$ cat src/rtl/riscv_pkg.sv
// Shared pipeline control types: controller FSM states, the per-register stall/flush bundle,
// and the x0 register index that never creates a data dependency.
package riscv_pkg;

   typedef enum logic {
      RUN       = 1'b0,
      DMEM_WAIT = 1'b1
   } ctrl_state_t;

   typedef struct packed {
      logic pc_stall;
      logic if_id_stall;
      logic if_id_flush;
      logic id_ex_stall;
      logic id_ex_flush;
      logic ex_mem_stall;
      logic ex_mem_flush;
      logic mem_wb_stall;
      logic mem_wb_flush;
   } hazard_ctrl_t;

   localparam logic [4:0] REG_X0 = 5'd0;

   function automatic logic src_hits(input logic uses, input logic [4:0] src, input logic [4:0] rd);
      return uses && (src == rd);
   endfunction

endpackage

$ cat src/rtl/hazard_perf_cnt.sv
// Free-running wrap-around event counters for hazard activity; 1-cycle update latency.
// Counts whatever the controller reports each cycle; never backpressures.
module hazard_perf_cnt #(
   parameter int CNT_W = 32
) (
   input  logic             clk,
   input  logic             reset_n,
   input  logic             lu_evt,
   input  logic             dwait_evt,
   input  logic             redir_evt,
   output logic [CNT_W-1:0] lu_cnt,
   output logic [CNT_W-1:0] dwait_cnt,
   output logic [CNT_W-1:0] redir_cnt
);

   always_ff @(posedge clk) begin
      if (!reset_n) begin
         lu_cnt    <= '0;
         dwait_cnt <= '0;
         redir_cnt <= '0;
      end else begin
         if (lu_evt)    lu_cnt    <= lu_cnt + CNT_W'(1);
         if (dwait_evt) dwait_cnt <= dwait_cnt + CNT_W'(1);
         if (redir_evt) redir_cnt <= redir_cnt + CNT_W'(1);
      end
   end

endmodule

$ cat src/rtl/pipeline_hazard_ctrl.sv
// Central stall/flush controller for the 5-stage pipeline (perf counters under STALL_CNT_EN).
// Latency: stall/flush are combinational, same cycle; only FSM, kill and timeout are registered.
// Backpressure: dmem wait freezes everything up to EX/MEM; imem miss holds the PC only.
module pipeline_hazard_ctrl
   import riscv_pkg::*;
#(
   parameter int WAIT_TIMEOUT = 256,
   parameter int CNT_W        = 32
) (
   input  logic       clk,
   input  logic       reset_n,
   input  logic [4:0] id_rs1_addr,
   input  logic [4:0] id_rs2_addr,
   input  logic       id_uses_rs1,
   input  logic       id_uses_rs2,
   input  logic [4:0] ex_rd_addr,
   input  logic       ex_mem_read,
   input  logic       ex_redirect,
   input  logic       imem_ready,
   input  logic       dmem_req,
   input  logic       dmem_ready,
   output logic       pc_stall,
   output logic       if_id_stall,
   output logic       if_id_flush,
   output logic       id_ex_stall,
   output logic       id_ex_flush,
   output logic       ex_mem_stall,
   output logic       ex_mem_flush,
   output logic       mem_wb_stall,
   output logic       mem_wb_flush,
   output logic       mem_timeout
`ifdef STALL_CNT_EN
   ,
   output logic [CNT_W-1:0] perf_lu_cnt,
   output logic [CNT_W-1:0] perf_dwait_cnt,
   output logic [CNT_W-1:0] perf_redir_cnt
`endif
);

   localparam int                WCNT_W    = $clog2(WAIT_TIMEOUT);
   localparam logic [WCNT_W-1:0] WCNT_LAST = WCNT_W'(WAIT_TIMEOUT - 1);

   if (WAIT_TIMEOUT < 2 || CNT_W < 1) begin : g_param_check
      $error("pipeline_hazard_ctrl: WAIT_TIMEOUT must be >= 2 and CNT_W >= 1");
   end

   ctrl_state_t       state, state_nxt;
   logic              kill_pending, kill_nxt;
   logic [WCNT_W-1:0] wait_cnt;
   hazard_ctrl_t      ctl;
   logic              dwait, load_use;

   assign dwait    = dmem_req && !dmem_ready;
   assign load_use = ex_mem_read && (ex_rd_addr != REG_X0) &&
                     (src_hits(id_uses_rs1, id_rs1_addr, ex_rd_addr) ||
                      src_hits(id_uses_rs2, id_rs2_addr, ex_rd_addr));

   always_comb begin
      ctl = '0;
      if (!reset_n) begin
         ctl.if_id_flush  = 1'b1;
         ctl.id_ex_flush  = 1'b1;
         ctl.ex_mem_flush = 1'b1;
         ctl.mem_wb_flush = 1'b1;
      end else if (dwait) begin
         ctl.pc_stall     = 1'b1;
         ctl.if_id_stall  = 1'b1;
         ctl.id_ex_stall  = 1'b1;
         ctl.ex_mem_stall = 1'b1;
         ctl.mem_wb_flush = 1'b1;
      end else if (ex_redirect) begin
         ctl.if_id_flush  = 1'b1;
         ctl.id_ex_flush  = 1'b1;
      end else begin
         if (load_use) begin
            ctl.pc_stall    = 1'b1;
            ctl.if_id_stall = 1'b1;
            ctl.id_ex_flush = 1'b1;
         end
         if (!imem_ready) ctl.pc_stall = 1'b1;
         // A stale fetch landing after a redirect is dropped like a miss; a load-use hold wins.
         if (!load_use && (!imem_ready || kill_pending)) ctl.if_id_flush = 1'b1;
      end
   end

   always_comb begin
      state_nxt = state;
      case (state)
         RUN:       if (dwait)      state_nxt = DMEM_WAIT;
         DMEM_WAIT: if (dmem_ready) state_nxt = RUN;
         default:                   state_nxt = RUN;
      endcase
   end

   always_comb begin
      kill_nxt = kill_pending;
      if (!dwait) begin
         if (ex_redirect)     kill_nxt = kill_pending || !imem_ready;
         else if (imem_ready) kill_nxt = 1'b0;
      end
   end

   always_ff @(posedge clk) begin
      if (!reset_n) begin
         state        <= RUN;
         kill_pending <= 1'b0;
         wait_cnt     <= '0;
         mem_timeout  <= 1'b0;
      end else begin
         state        <= state_nxt;
         kill_pending <= kill_nxt;
         if (state == DMEM_WAIT) begin
            if (dmem_ready) begin
               wait_cnt <= '0;
            end else begin
               if (wait_cnt != WCNT_LAST) wait_cnt <= wait_cnt + WCNT_W'(1);
               if (wait_cnt == WCNT_LAST) mem_timeout <= 1'b1;
            end
         end
      end
   end

   assign pc_stall     = ctl.pc_stall;
   assign if_id_stall  = ctl.if_id_stall;
   assign if_id_flush  = ctl.if_id_flush;
   assign id_ex_stall  = ctl.id_ex_stall;
   assign id_ex_flush  = ctl.id_ex_flush;
   assign ex_mem_stall = ctl.ex_mem_stall;
   assign ex_mem_flush = ctl.ex_mem_flush;
   assign mem_wb_stall = ctl.mem_wb_stall;
   assign mem_wb_flush = ctl.mem_wb_flush;

`ifdef STALL_CNT_EN
   hazard_perf_cnt #(
      .CNT_W (CNT_W)
   ) u_perf (
      .clk       (clk),
      .reset_n   (reset_n),
      .lu_evt    (load_use && !dwait && !ex_redirect),
      .dwait_evt (dwait),
      .redir_evt (ex_redirect && !dwait),
      .lu_cnt    (perf_lu_cnt),
      .dwait_cnt (perf_dwait_cnt),
      .redir_cnt (perf_redir_cnt)
   );
`endif

endmodule
$ cat config.mk
export PLATFORM = sky130hd
export DESIGN_NAME = pipeline_hazard_ctrl
export DESIGN_NICKNAME = d
export VERILOG_FILES = /design/src/rtl/riscv_pkg.sv /design/src/rtl/hazard_perf_cnt.sv /design/src/rtl/pipeline_hazard_ctrl.sv
export SDC_FILE = /design/constraint.sdc
export NUM_CORES = 1
export LEC_CHECK = 0
export ABC_CLOCK_PERIOD_IN_PS = 6000
export CAP_MARGIN = 20
export CORE_UTILIZATION = 42
export CTS_CLUSTER_SIZE = 20
export DETAILED_ROUTE_END_ITERATION = 7
export PLACE_DENSITY = 0.82
export SYNTH_ARGS = -nofsm -noshare
export SYNTH_HDL_FRONTEND = slang
export SYNTH_SLANG_ARGS = --single-unit
$ cat constraint.sdc
create_clock -name clk -period 6 [get_ports clk]
set_input_delay 1.8 -clock clk [delete_from_list [all_inputs] [get_ports clk]]
set_output_delay 1.8 -clock clk [all_outputs]
set_load 0.005 [all_outputs]
== Yosys cells after proc, flatten, opt, wreduce, memory -nomap -nowiden ==
Cells that the tools add are included.

* $add $sub $neg: 1
* Equal/unequal tests: 4
* Muxes and demuxes: 23
* Bitwise logic cells: 3
* Reduce and logical (&&, ||, !) cells: 17

{| class="wikitable"
|+ Operators by type and width
! operator !! count
|-
| 1-bit two-way mux || 16
|-
| 8-bit two-way mux || 2
|-
| 5-bit equality test || 2
|-
| 8-bit by 1-bit adder with 8-bit output (second input constant) || 1
|-
| 8-bit equality test (second input constant) || 1
|-
| 2-bit two-way mux || 4
|-
| 8-bit != test (second input constant) || 1
|-
| 1-bit logical AND || 6
|-
| 5-bit nonzero test || 1
|-
| 2-bit AND reduction || 2
|-
| 2-bit nonzero test || 2
|-
| 1-bit logical NOT || 3
|-
| 1-bit inverter || 3
|-
| 3-bit AND reduction || 1
|-
| 1-bit logical OR || 2
|-
| 1-bit case mux with 2 select lines || 1
|}

* Register bits after elaboration: 11
* Output and inout port bits: 10
* Word-level logic and storage cells: 52

== Longest topological paths before layout ==
* Depth in word-level cells: 10
* Depth in mapped cells: 6
* Mapped depth without buffers: 6

== Worst setup path before layout ==
Ideal clock, no wire load.

* Kind: input-to-output
* Start: input port ex_rd_addr[1]
* End: output port if_id_flush
* Data arrival time: 2.749 ns
* Required time: 4.200 ns
* Slack: 1.451 ns
* Cell stages on the path: 4
* Path buffers: 0
* Path through: or4_1 o21a_1 nand3_2 o311a_1

* Word-level cells in the longest chain between the ends: 10

{| class="wikitable"
|+ Ends and longest elaborated chain
! element !! RTL line !! RTL
|-
| start: declaration || pipeline_hazard_ctrl.sv:16 || <nowiki>input logic [4:0] ex_rd_addr,</nowiki>
|-
| 5-bit equality test || riscv_pkg.sv:25 || <nowiki>return uses && (src == rd);</nowiki>
|-
| 1-bit logical AND || riscv_pkg.sv:25 ||
|-
| 1-bit logical OR || pipeline_hazard_ctrl.sv:55 || <nowiki>(src_hits(id_uses_rs1, id_rs1_addr, ex_rd_addr) ||</nowiki>
|-
| 1-bit logical AND * || pipeline_hazard_ctrl.sv:54 || <nowiki>assign load_use = ex_mem_read && (ex_rd_addr != REG_X0) &&</nowiki>
|-
| 1-bit logical NOT * || pipeline_hazard_ctrl.sv:82 || <nowiki>if (!load_use && (!imem_ready || kill_pending)) ctl.if_id_flush = 1'b1;</nowiki>
|-
| 1-bit logical AND * || pipeline_hazard_ctrl.sv:82 ||
|-
| 1-bit two-way mux * || pipeline_hazard_ctrl.sv:82 ||
|-
| 1-bit two-way mux * || pipeline_hazard_ctrl.sv:71 || <nowiki>end else if (ex_redirect) begin</nowiki>
|-
| 1-bit two-way mux * || pipeline_hazard_ctrl.sv:65 || <nowiki>end else if (dwait) begin</nowiki>
|-
| 1-bit two-way mux * || pipeline_hazard_ctrl.sv:60 || <nowiki>if (!reset_n) begin</nowiki>
|-
| end: declaration || pipeline_hazard_ctrl.sv:24 || <nowiki>output logic if_id_flush,</nowiki>
|}

Mark *: on every way between the ends. The rest lies on a longest branch, timed or not.

== Worst setup path in the final report ==
* Start: input port ex_rd_addr[2]
* End: output port if_id_flush

The elaborated chain is that of the path after synthesis.

==> flow_summary_export.csv <==
group,metric,value,unit
synth,yosysUniqueCellTypes,28,
synth,synth_top_area_frac,0.309,
die,dieArea,1870,um2
cts,clk_latency,270,ps
die,rows,14,
critical_path,cp-start-kind,"input port",
global_routing,grt_pass1_vias,647,
drt,post_drt_wl_per_cell,12.3,um
drt,viasPerCell,5.31,
critical_path,crit_required,4200,ps
flow_run,cap_violations,0,
drt,drc,0,
timing,setup-violations-final,0,
cts,post_cts_buffers,0,
drt,ant_nets,0,
synth,synth_warnings,0,
finish,fillers,139,
die,die_h,43.2,um
cts,cts.sink_count,11,
die,chipWidth,43.2,um
finish,final_util,0.685,
finish,area_growth,48.1,%
place,dpl_cell_area,1030,um2
timing,min_period,5540,ps
timing,skew,7.02,ps
timing,fin_ws,463,ps
global_routing,grt_max_degree,11,
timing,min_period_over_period,0.923,
pwr,vdd_drop_max,0.135,mV
outcome,outcome,"complete, no violations",
finish,drive_gt1_frac,0.0320,
cts,numCtsBuffers,3,
cts,cts_resized,0,
synth,synth-seq-cells,11,
finish,fin_area,1060,um2
synth,yosys.area.top_type,"dfxtp_1",
timing,finalMaxSlewViolations,0,
finish,regArea,220,um2
cts,clockRootBuffer,"clkbuf_4",
global_routing,grt_overflow_total,0,
pwr,p_leak,0.396,nW
synth,synthCells,93,
timing,clock.fmax,181,MHz
die,initial_utilization,0.463,
global_routing,track_usage,0.201,
timing,grt_setup_unrepaired,"false",
global_routing,grt_pass1_wl,2760,um
synth,synth_nets,118,
drt,drtIter0Drc,6,
die,core,1540,um2
cts,path_clk_slew,70,ps
drt,num_vias,749,
finish,diodes,0,
pwr,power_density,158,nW/um2
place,place_ws,461,ps
finish,fin_cells,141,
place,place_inst,137,
drt,routed_wl,1740,um
critical_path,endpoint_kind,"primary output",
synth,avgSynthCellArea,7.67,um2
place,gp_congestion,0.825,
global_routing,antenna_found_initial,0,
cts,cts_tree,"yes",
cts,clockBufferDepth,2,
synth,syn_area,713,um2
synth,ys_seq_area_frac,0.309,
drt,drt_pass1_iterations,4,
cts,htreeDepth,1,
die,ios,34,
timing,fin_hold_ws,477,ps
cts,cts_hold_buf,0,
min_path,hold_class,"flop to flop",
critical_path,path_max_fanout,3,
finish,nets,151,
critical_path,crit_type,"input port to primary output",
timing,hold_viol_final,0,
place,post-dp-hpwl,1410,um
synth,ys_top_cells_by_area,"dfxtp_1, xnor2_1, nand2_1",
place,numPortBuffers,32,
pwr,power.total,0.167,mW
critical_path,crit_arrival,3740,ps
finish,multi_input_area,454,um2
timing,tns,0,ps
worst paths after layout:
| kind | start | slack (ps) | cells past startpoint | endpoint |
|---|---|---|---|---|
| worst max-delay path | ex_rd_addr[2] | 460 | 6 | if_id_flush |
| worst min-delay path | mem_timeout | 480 | 1 | mem_timeout |
| worst min register to register | mem_timeout | 480 | 1 | mem_timeout |
| worst max register to register | wait_cnt[0] | 4530 | 6 | wait_cnt[5] |
registers in the layout, summed over array words and instances, names as in the netlist:
signal        count
mem_timeout       1
wait_cnt          8
kill_pending      1
state             1
placed cells by master (no fill, tap or decap):
master	synthesis	routed
nand2_1	15	15
ha_1	1	1
conb_1	1	1
nand3_2	1	1
nand3_1	3	3
and3_1	2	2
nor2b_1	1	1
a21oi_1	3	3
a31oi_1	1	1
o21ai_0	1	1
nor3_1	3	3
clkdlybuf4s50_1	0	32
clkbuf_4	0	3
nand2b_1	2	2
o21a_1	4	4
nor3b_1	1	1
inv_1	4	4
nor2_1	9	9
o311a_1	2	2
xor2_1	2	2
o211ai_1	1	1
clkbuf_1	1	1
dfxtp_1	11	11
and4_1	2	2
nand4_1	3	3
o22ai_1	3	3
or4_1	1	1
xnor2_1	12	12
synthesized netlist by cell type, drive strengths merged:
| cell type | instances |
|---|---|
| nor3b | 1 |
| nor2b | 1 |
| a21oi | 3 |
| buf | 3 |
| o22ai | 3 |
| clkbuf | 1 |
| o211ai | 1 |
| or4 | 1 |
| nor2 | 9 |
| nand2 | 15 |
| inv | 4 |
| nand4 | 3 |
| o311a | 2 |
| and4 | 2 |
| nor3 | 3 |
| conb | 1 |
| o21ai | 1 |
| nand3 | 4 |
| o21a | 4 |
| xnor2 | 12 |
| dfxtp | 11 |
| a31oi | 1 |
| and3 | 2 |
| nand2b | 2 |
| ha | 1 |
| xor2 | 2 |
per-layer routing:
| layer | track usage | share of wire |
|---|---|---|
| met4 | 0.109 | 0.030 |
| met2 | 0.337 | 0.47 |
| met5 | 0 | 0 |
| met3 | 0.0426 | 0.059 |
| met1 | 0.233 | 0.44 |
cell families after synthesis:
family	count (synthesis)	synth area share
AO/OA/AOI/OAI	15	0.144
flip-flops	11	0.309
adder cells (fa/ha/maj)	1	0.0175
XOR/XNOR	14	0.172
buffers and inverters	8	0.0544
AND/OR/NAND/NOR	43	0.298
other	1	0.00526
final cells by class:
cell class / count / share of cell area
multi-input combinational: 74 / 0.430
clock buffer: 4 / 0.0249
timing repair buffer: 32 / 0.303
inverter: 4 / 0.0142
sequential: 11 / 0.209
tap: 16 / 0.0190
worst max-delay path, stage by stage:
cell	delay [ps]
clkdlybuf4s50_1	480
or4_1	530
o21a_1	200
nand3_2	90
o311a_1	160
clkdlybuf4s50_1	490
report_power, final:
group          switching [mW]  total (mW)  leakage (nW)  internal, mW
Clock                  0.0242      0.0499        0.0150        0.0257
Combinational          0.0151      0.0419         0.292        0.0268
Sequential            0.00123      0.0753        0.0890        0.0741
Total                  0.0405       0.167         0.396         0.127
Power figures use the tool's default switching activity.
